<file path="config.mk">
export PLATFORM = sky130hd
export DESIGN_NAME = sysref_gate_ctrl
export DESIGN_NICKNAME = d
export VERILOG_FILES = /design/src/rtl/sysref_ctrl_pkg.sv /design/src/rtl/sysref_period_meter.sv /design/src/rtl/sysref_gate_ctrl.sv
export SDC_FILE = /design/constraint.sdc
export NUM_CORES = 1
export LEC_CHECK = 0
export CORE_ASPECT_RATIO = 0.5
export CORE_UTILIZATION = 49
export DETAILED_ROUTE_END_ITERATION = 10
export PLACE_DENSITY = 0.84
export RECOVER_POWER = 100
export REMOVE_ABC_BUFFERS = 1
export SYNTH_ARGS = -nofsm -noshare
export SYNTH_HDL_FRONTEND = slang
export SYNTH_SLANG_ARGS = --single-unit
</file>
<file path="constraint.sdc">
create_clock -name pl_clk -period 1.9 [get_ports pl_clk]
set_clock_uncertainty 0.1 [all_clocks]
set_input_delay 0.38 -clock pl_clk [delete_from_list [all_inputs] [get_ports pl_clk]]
set_output_delay 0.38 -clock pl_clk [all_outputs]
set_load 0.02 [all_outputs]
</file>
<file path="src/rtl/sysref_ctrl_pkg.sv">
// Shared types for the SYSREF gating controller: FSM states, error codes and
// the default period-counter width.
package sysref_ctrl_pkg;

  localparam int DEF_CNT_W = 16;

  typedef enum logic [2:0] {
    ST_IDLE,
    ST_MEASURE,
    ST_GATED,
    ST_DONE,
    ST_ERROR
  } sysref_state_e;

  typedef enum logic [1:0] {
    ERR_NONE     = 2'd0,
    ERR_TIMEOUT  = 2'd1,
    ERR_MISMATCH = 2'd2
  } err_code_e;

endpackage

</file>
<file path="src/rtl/sysref_period_meter.sv">
// SYSREF rising-edge detector and saturating period counter. Reports whether the
// current count matches the expected period and holds the last measured period.
module sysref_period_meter
  import sysref_ctrl_pkg::*;
#(
  parameter int CNT_W   = DEF_CNT_W,
  parameter int TIMEOUT = 65535
) (
  input  logic             pl_clk,
  input  logic             rst,
  input  logic             sysref_in,
  input  logic             clr,
  input  logic             meas_armed,
  input  logic [CNT_W-1:0] period_exp,
  output logic             rise,
  output logic             cnt_match,
  output logic             timeout,
  output logic [CNT_W-1:0] period_meas
);

  localparam logic [CNT_W-1:0] CNT_MAX = '1;
  localparam logic [CNT_W-1:0] TO_VAL  = CNT_W'(TIMEOUT);

  logic             sysref_q;
  logic [CNT_W-1:0] cnt;

  // cnt holds the number of cycles since the previous rise at the cycle of a rise
  assign rise      = sysref_in & ~sysref_q;
  assign cnt_match = (cnt == period_exp);
  assign timeout   = (cnt == TO_VAL) & ~rise;

  always_ff @(posedge pl_clk) begin
    if (rst) begin
      sysref_q    <= 1'b0;
      cnt         <= '0;
      period_meas <= '0;
    end else begin
      sysref_q <= sysref_in;
      if (clr) begin
        cnt <= '0;
      end else if (rise) begin
        cnt <= CNT_W'(1);
      end else if (cnt != CNT_MAX) begin
        cnt <= cnt + 1'b1;
      end
      if (rise && meas_armed) begin
        period_meas <= cnt;
      end
    end
  end

endmodule

</file>
<file path="src/rtl/sysref_gate_ctrl.sv">
// SYSREF gate sequencer: waits for a stable SYSREF period, forwards a programmed
// number of whole pulses to the converter tiles, then closes the gate.
module sysref_gate_ctrl
  import sysref_ctrl_pkg::*;
#(
  parameter int CNT_W        = DEF_CNT_W,
  parameter int LOCK_PERIODS = 4,
  parameter int TIMEOUT      = 65535
) (
  input  logic             pl_clk,
  input  logic             rst,
  input  logic             sysref_in,
  input  logic             arm,
  input  logic             abort,
  input  logic [CNT_W-1:0] period_exp,
  input  logic [7:0]       pass_edges,
  output logic             sysref_out,
  output logic             busy,
  output logic             locked,
  output logic             done,
  output logic             err,
  output logic [1:0]       err_code,
  output logic [CNT_W-1:0] period_meas
);

  localparam logic [3:0] LOCK_N = 4'(LOCK_PERIODS);

  sysref_state_e    state_q, state_n;
  err_code_e        err_q, err_n;
  logic [CNT_W-1:0] per_exp_q;
  logic [7:0]       pass_q;
  logic [7:0]       edges_q;
  logic [3:0]       good_q;
  logic             first_q;
  logic             fwd_q;
  logic             out_q;

  logic rise, cnt_match, timeout;
  logic in_meas, in_gated, accept_arm;
  logic mismatch, lock_hit, fwd_now, last_done;

  assign in_meas    = (state_q == ST_MEASURE);
  assign in_gated   = (state_q == ST_GATED);
  assign accept_arm = arm & ~abort & (state_q inside {ST_IDLE, ST_DONE, ST_ERROR});

  sysref_period_meter #(
    .CNT_W   (CNT_W),
    .TIMEOUT (TIMEOUT)
  ) u_meter (
    .pl_clk      (pl_clk),
    .rst         (rst),
    .sysref_in   (sysref_in),
    .clr         (accept_arm),
    .meas_armed  (first_q & (in_meas | in_gated)),
    .period_exp  (per_exp_q),
    .rise        (rise),
    .cnt_match   (cnt_match),
    .timeout     (timeout),
    .period_meas (period_meas)
  );

  assign mismatch  = in_gated & rise & ~cnt_match;
  assign lock_hit  = in_meas & rise & first_q & cnt_match & ((good_q + 4'd1) == LOCK_N);
  // The rise that opens forwarding is itself forwarded, so pulse width is kept
  assign fwd_now   = in_gated & (fwd_q | rise);
  assign last_done = in_gated & (pass_q != 8'd0) & (edges_q == pass_q) & ~sysref_in;

  always_comb begin
    state_n = state_q;
    err_n   = err_q;
    if (abort) begin
      state_n = ST_IDLE;
      err_n   = ERR_NONE;
    end else begin
      case (state_q)
        ST_IDLE, ST_DONE, ST_ERROR: begin
          if (arm) begin
            state_n = ST_MEASURE;
            err_n   = ERR_NONE;
          end
        end
        ST_MEASURE: begin
          if (lock_hit) begin
            state_n = ST_GATED;
          end else if (timeout) begin
            state_n = ST_ERROR;
            err_n   = ERR_TIMEOUT;
          end
        end
        ST_GATED: begin
          if (mismatch) begin
            state_n = ST_ERROR;
            err_n   = ERR_MISMATCH;
          end else if (timeout) begin
            state_n = ST_ERROR;
            err_n   = ERR_TIMEOUT;
          end else if (last_done) begin
            state_n = ST_DONE;
          end
        end
        default: state_n = ST_IDLE;
      endcase
    end
  end

  always_ff @(posedge pl_clk) begin
    if (rst) begin
      state_q   <= ST_IDLE;
      err_q     <= ERR_NONE;
      per_exp_q <= '0;
      pass_q    <= '0;
      edges_q   <= '0;
      good_q    <= '0;
      first_q   <= 1'b0;
      fwd_q     <= 1'b0;
      out_q     <= 1'b0;
    end else begin
      state_q <= state_n;
      err_q   <= err_n;
      out_q   <= fwd_now & sysref_in & ~mismatch & ~abort;
      if (abort) begin
        good_q  <= '0;
        edges_q <= '0;
        first_q <= 1'b0;
        fwd_q   <= 1'b0;
      end else if (accept_arm) begin
        per_exp_q <= period_exp;
        pass_q    <= pass_edges;
        good_q    <= '0;
        edges_q   <= '0;
        first_q   <= 1'b0;
        fwd_q     <= 1'b0;
      end else begin
        if (in_meas && rise) begin
          first_q <= 1'b1;
          if (first_q) begin
            good_q <= cnt_match ? good_q + 4'd1 : 4'd0;
          end
        end
        if (in_gated && rise && cnt_match) begin
          fwd_q   <= 1'b1;
          edges_q <= edges_q + 8'd1;
        end
        if (state_n != ST_GATED) begin
          fwd_q <= 1'b0;
        end
      end
    end
  end

  assign sysref_out = out_q;
  assign busy       = in_meas | in_gated;
  assign locked     = in_gated;
  assign done       = (state_q == ST_DONE);
  assign err        = (state_q == ST_ERROR);
  assign err_code   = err_q;

endmodule

</file>
Word-level counts from Yosys, hierarchy flattened:

Index checks and enable logic that the tools add are counted.

* reduce and logical (&&, ||, !) cells: 18
* add/subtract/negate cells: 3
* mux-type cells: 16
* eq/ne operators: 12
* bitwise operators: 26

Operators by type and width (number)
* $mux W3: 7
* $and A1 B1 Y1: 18
* $add A16 B1 Y16 const B: 1
* $eq A16 B16 Y1: 1
* $eq A16 B16 Y1 const B: 1
* $ne A16 B16 Y1 const B: 1
* $pmux W3 S3: 1
* $reduce_or A3 Y1: 3
* $add A8 B1 Y8 const B: 1
* $eq A8 B8 Y1: 1
* $mux W2: 4
* $reduce_bool A8 Y1: 1
* $eq A3 B2 Y1 const B: 2
* $not A1 Y1: 6
* $pmux W2 S3: 1
* $reduce_bool A3 Y1: 2
* $add A4 B1 Y4 const B: 1
* $eq A4 B3 Y1 const B: 1
* $logic_and A1 B1 Y1: 4
* $mux W4: 1
* $ne A2 B2 Y1 const B: 2
* $reduce_and A2 Y1: 2
* $reduce_or A2 Y1: 2
* $reduce_or A4 Y1: 1
* 8 further kinds: 10

* register bits after elaboration: 77
* word-level logic and storage cells: 88
* input port bits: 29

Depth between registers and ports, before layout:

* word-level depth: 11
* depth in mapped cells: 8
* depth with buffers taken out: 7

By module:

From an unflattened synthesis, not the netlist that was laid out.

* cell total of the unflattened synthesis: 417
* area total of the unflattened synthesis: 3672.3 um2

Modules (own cells, without submodules)
* sysref_gate_ctrl: area an instance 2020.7 um2, cells each 219, times used 1
* sysref_period_meter: area an instance 1651.6 um2, cells each 198, times used 1

Worst setup path before layout:

Ideal clock, no wire load.

* path type: register -> register
* start: register state_q[1]
* end: register u_meter.period_meas[10]
* data required time: 1.672 ns
* stages on the path, launching flop included: 9
* arrival: 1.765 ns
* setup slack: -0.093 ns
* setup time: 0.128 ns
* path through: dfxtp_1 > clkbuf_2 > xnor2_1 > nor2_1 > and3_1 > buf_2 > buf_4 > mux2i_1 > nor2_1

* longest elaborated chain between the ends: 4
* elaborated cells on any way between the ends: 5
* those cells by class: eq/ne: 2; bitwise: 2; reduce/logical: 1

RTL lines
* start, declared: line sysref_gate_ctrl.sv:28 `sysref_state_e state_q, state_n;`
* start signal, assigned: line sysref_gate_ctrl.sv:118 `state_q <= state_n;`
* $eq A3 B1 Y1 / $eq A3 B2 Y1 (equally long branches): line sysref_gate_ctrl.sv:42, sysref_gate_ctrl.sv:43
* $or A1 B1 Y1 *
* via busy: line sysref_gate_ctrl.sv:18 `output logic busy,`
* $and A1 B1 Y1 *: line sysref_gate_ctrl.sv:54 `.meas_armed (first_q & (in_meas | in_gated)),`
* $logic_and A1 B1 Y1 *: line sysref_period_meter.sv:46 `if (rise && meas_armed) begin`
* end signal, assigned: line sysref_period_meter.sv:47 `period_meas <= cnt;`
* end, declared: line sysref_period_meter.sv:18 `output logic [CNT_W-1:0] period_meas`

Mark *: on every way through the listed nets, which the timed path passes. The rest lies on a longest branch.
A chain may end at the register's enable or synchronous reset.

Worst setup path in the final report:

* start: register per_exp_q[3]
* end: register edges_q[7]

* longest elaborated chain between the ends: 2

RTL lines
* start, declared: line sysref_gate_ctrl.sv:30 `logic [CNT_W-1:0] per_exp_q;`
* start signal, assigned: line sysref_gate_ctrl.sv:127 `per_exp_q <= period_exp;`
* $eq A16 B16 Y1: line sysref_period_meter.sv:29 `assign cnt_match = (cnt == period_exp);`
* $logic_and A1 B1 Y1: line sysref_gate_ctrl.sv:140 `if (in_gated && rise && cnt_match) begin`
* end signal, assigned: line sysref_gate_ctrl.sv:142 `edges_q <= edges_q + 8'd1;`
* end, declared: line sysref_gate_ctrl.sv:32 `logic [7:0] edges_q;`

No other way between the ends.

==> qor.txt <==
outcome - complete, but fails checks
failing checks - negative setup slack
Synth area leader - dfxtp_1
worst reg-to-reg setup slack - -0.33 ns
GR Overflow Total - 0
Max clock buf depth - 2
initial antenna violation count - 0
clk_lat worst skew - 0.35 ns
via count - 3693
diodes inserted - 0
peak supply drop - 468 uV
wire per inst - 18.8 um
cell area power density - 738 nW/um^2
Hold Path Class - reg -> reg
area grow syn2layout - 49.6%
DRT Pass-1 Iters - 5
ys async rst share - 0%
Cell Area, Synth - 3530 um^2
Vias per Instance - 5.80
DRT iter0 DRCs - 413
synth top area cells - dfxtp_1 44%, nand2_1 7.4%, xnor2_1 6.7%, a21oi_1 5.4%, mux2i_1 5.4%
Die X - 122 um
Post-synth EDFFs - 0
post-route ant nets - 0
measured slew at the worst slew-check pin - 0.441 ns
Setup Viol. Count Final - 23
Die Footprint - 7570 um^2
yosys warns - 0
total power draw - 3.90 mW
Slew HR - 70.3%
vias in the first global route - 3312
dpl cell area - 4600 um^2
#FFs+latches synth - 77
clock-pin slew on the worst setup and hold paths - 0.06 ns
fin crit share - 117%
layout cell share with drive strength beyond 1 - 29.5%
H-tree lvl count - 3
Final Wtd Congestion - 0.894
RSZ-0062 raised after global routing - yes
Commonest cells post-synth - 77 x dfxtp_1, 70 x nand2_1, 48 x nor2_1, 38 x a21oi_1, 27 x xnor2_1
Worst Path Required - 2.07 ns
Starting Density - 51.7%
setup ws final - -0.329 ns
fin crit period - 2.23 ns
Max Slew Vio Count - 0
first-pass GRT wire length - 15700 um
CTS Root Buffer Type - clkbuf_16
total clock sinks - 77
Chip Height - 62.0 um
I/O Pins - 52
PortBufs - 51
Core Region - 6830 um^2
Seq/Total Area, Yosys - 43.7%
# fillers - 409
Hold-fix buffers, CTS - 0
CP Data Arrival Time - 2.40 ns
Syn Inst Count - 419
Synth top area share - 43.7%
Final Hold Fails - 0
DP HPWL - 6280 um
largest net degree at the start of global routing - 29
top-count cell post-synth - dfxtp_1
top_reg_cell synth - dfxtp_1
Worst Path Max Fanout - 4
Crit Path Category - reg -> reg
CTS tree - yes
Std-Cell Rows - 21
Syn Area/Cell - 8.43 um^2
Nets - 572
WL final - 12000 um
CP Capture Type - flop
Max-cap violations - 0
GRT Overall Usage - 28.0%
Highest Clock Rate - 449 MHz
post-route cell area - 5280 um^2
leakage dissipation - 2.04 nW
Startpoint Class - flop
total CTS buffers - 9
detailed-route DRC error count - 0
Netlist cell types - 47
## critical path: stages (launching register included)
cell and delay, ns:
dfxtp_1 0.34, xnor2_1 0.27, nand4_1 0.22, nor4_4 0.41
nand4_1 0.22, or4_1 0.45, a21oi_1 0.14
## cells in the final DEF (no fill, tap or decap), types with 3 or more instances in the layout
master           synthesis  final
nor2_1                  48     45
buf_4                    3     65
nand2_1                 70     66
a21oi_1                 38     35
dfxtp_1                 77     61
nand2b_1                 3      3
xor2_1                  12     12
clkdlybuf4s50_1          0     44
inv_1                    7      7
buf_6                    2     14
and3_1                   5      5
xnor2_2                  1      7
o21ai_0                  8      4
nand4_1                 11     11
o21ai_2                  0      3
clkinv_4                 0      3
dlygate4sd3_1            0      3
a21oi_2                  0      3
nand3_2                  0      4
dfxtp_2                  0     15
mux2i_1                 19     19
nor4_1                   6      3
clkbuf_16                0      9
and2_1                   5      3
nand3_1                 18     14
or3_1                    5      4
xnor2_1                 27     21
## power by group
part	switching, mW	internal (mW)	total, mW
combinational	0.206	0.205	0.411
clock	0.713	1.10	1.81
sequential	0.0319	1.65	1.68
## what timing repair did
action | 4_1_cts | 5_1_grt
endpoints found under the setup margin | 23 | 53
pin swaps | 14 | 24
setup buffers | 5 | 5
resized for setup | 41 | 62
hold endpoints to repair | 0 | 0
## sequential cells by signal, summed over array words and instances, names as in the netlist
signal / cells
per_exp_q: 16
u_meter.cnt: 16
u_meter.period_meas: 16
edges_q: 8
pass_q: 8
good_q: 4
state_q: 3
err_code: 2
first_q: 1
fwd_q: 1
sysref_out: 1
u_meter.sysref_q: 1
## per-stage QoR
| stage | setup WS (ns) | util, % | hold WS (ns) | cells | setup TNS, ns |
|---|---|---|---|---|---|
| 2_1_floorplan | -0.435 | - | 0.341 | 396 | -12.17 |
| 3_3_place_gp | -0.320 | 67.4 | 0.357 | 611 | -8.45 |
| 3_5_place_dp | -0.415 | 67.4 | 0.364 | 611 | -10.30 |
| 4_1_cts | -0.0866 | 74.0 | 0.373 | 632 | -0.371 |
| 5_1_grt | -0.350 | 77.3 | 0.389 | 637 | -6.37 |
| 6_report | -0.329 | 77.3 | 0.376 | 637 | -3.99 |
## logic make-up after synthesis
logic type                 Yosys count  synth area share [%]
xor gates and xnor gates            40                  10.1
buffers and inverters               30                  4.15
DFF                                 77                  43.7
muxes                               19                  5.39
adders and majority gates            3                  1.06
and+or+nand+nor                    188                  25.2
AOI/OAI and AO/OA                   62                  10.4
## layout make-up
class / instances / area, um^2 / share of cell area (%)
clock buffers: 12 / 256 / 4.85
clock inverters: 4 / 56.3 / 1.07
inverters: 7 / 26.3 / 0.497
multi-input cells: 312 / 2090 / 39.6
flip-flops and latches: 77 / 1560 / 29.6
well taps: 92 / 115 / 2.18
repair buffers: 133 / 1170 / 22.2
## path summary, 6_finish.rpt
kind	from	endpoint	cells past startpoint
hold / removal	per_exp_q[7]$_SDFFE_PP0P_	per_exp_q[7]$_SDFFE_PP0P_	2
hold reg to reg	per_exp_q[7]$_SDFFE_PP0P_	per_exp_q[7]$_SDFFE_PP0P_	2
setup reg to reg	per_exp_q[3]$_SDFFE_PP0P_	edges_q[7]$_SDFFE_PP0P_	6
setup / recovery	per_exp_q[3]$_SDFFE_PP0P_	edges_q[7]$_SDFFE_PP0P_	6
## metal layers
metal  track usage, %  share of wire [%]  up-vias
met3             7.30                6.8       57
met1             32.5                 41     1757
met4             13.6                4.8        0
met5                0                  0        -
met2             50.4                 47      208
li1                 -                  -     1671
No activity file was read; power rests on OpenSTA's default activity.
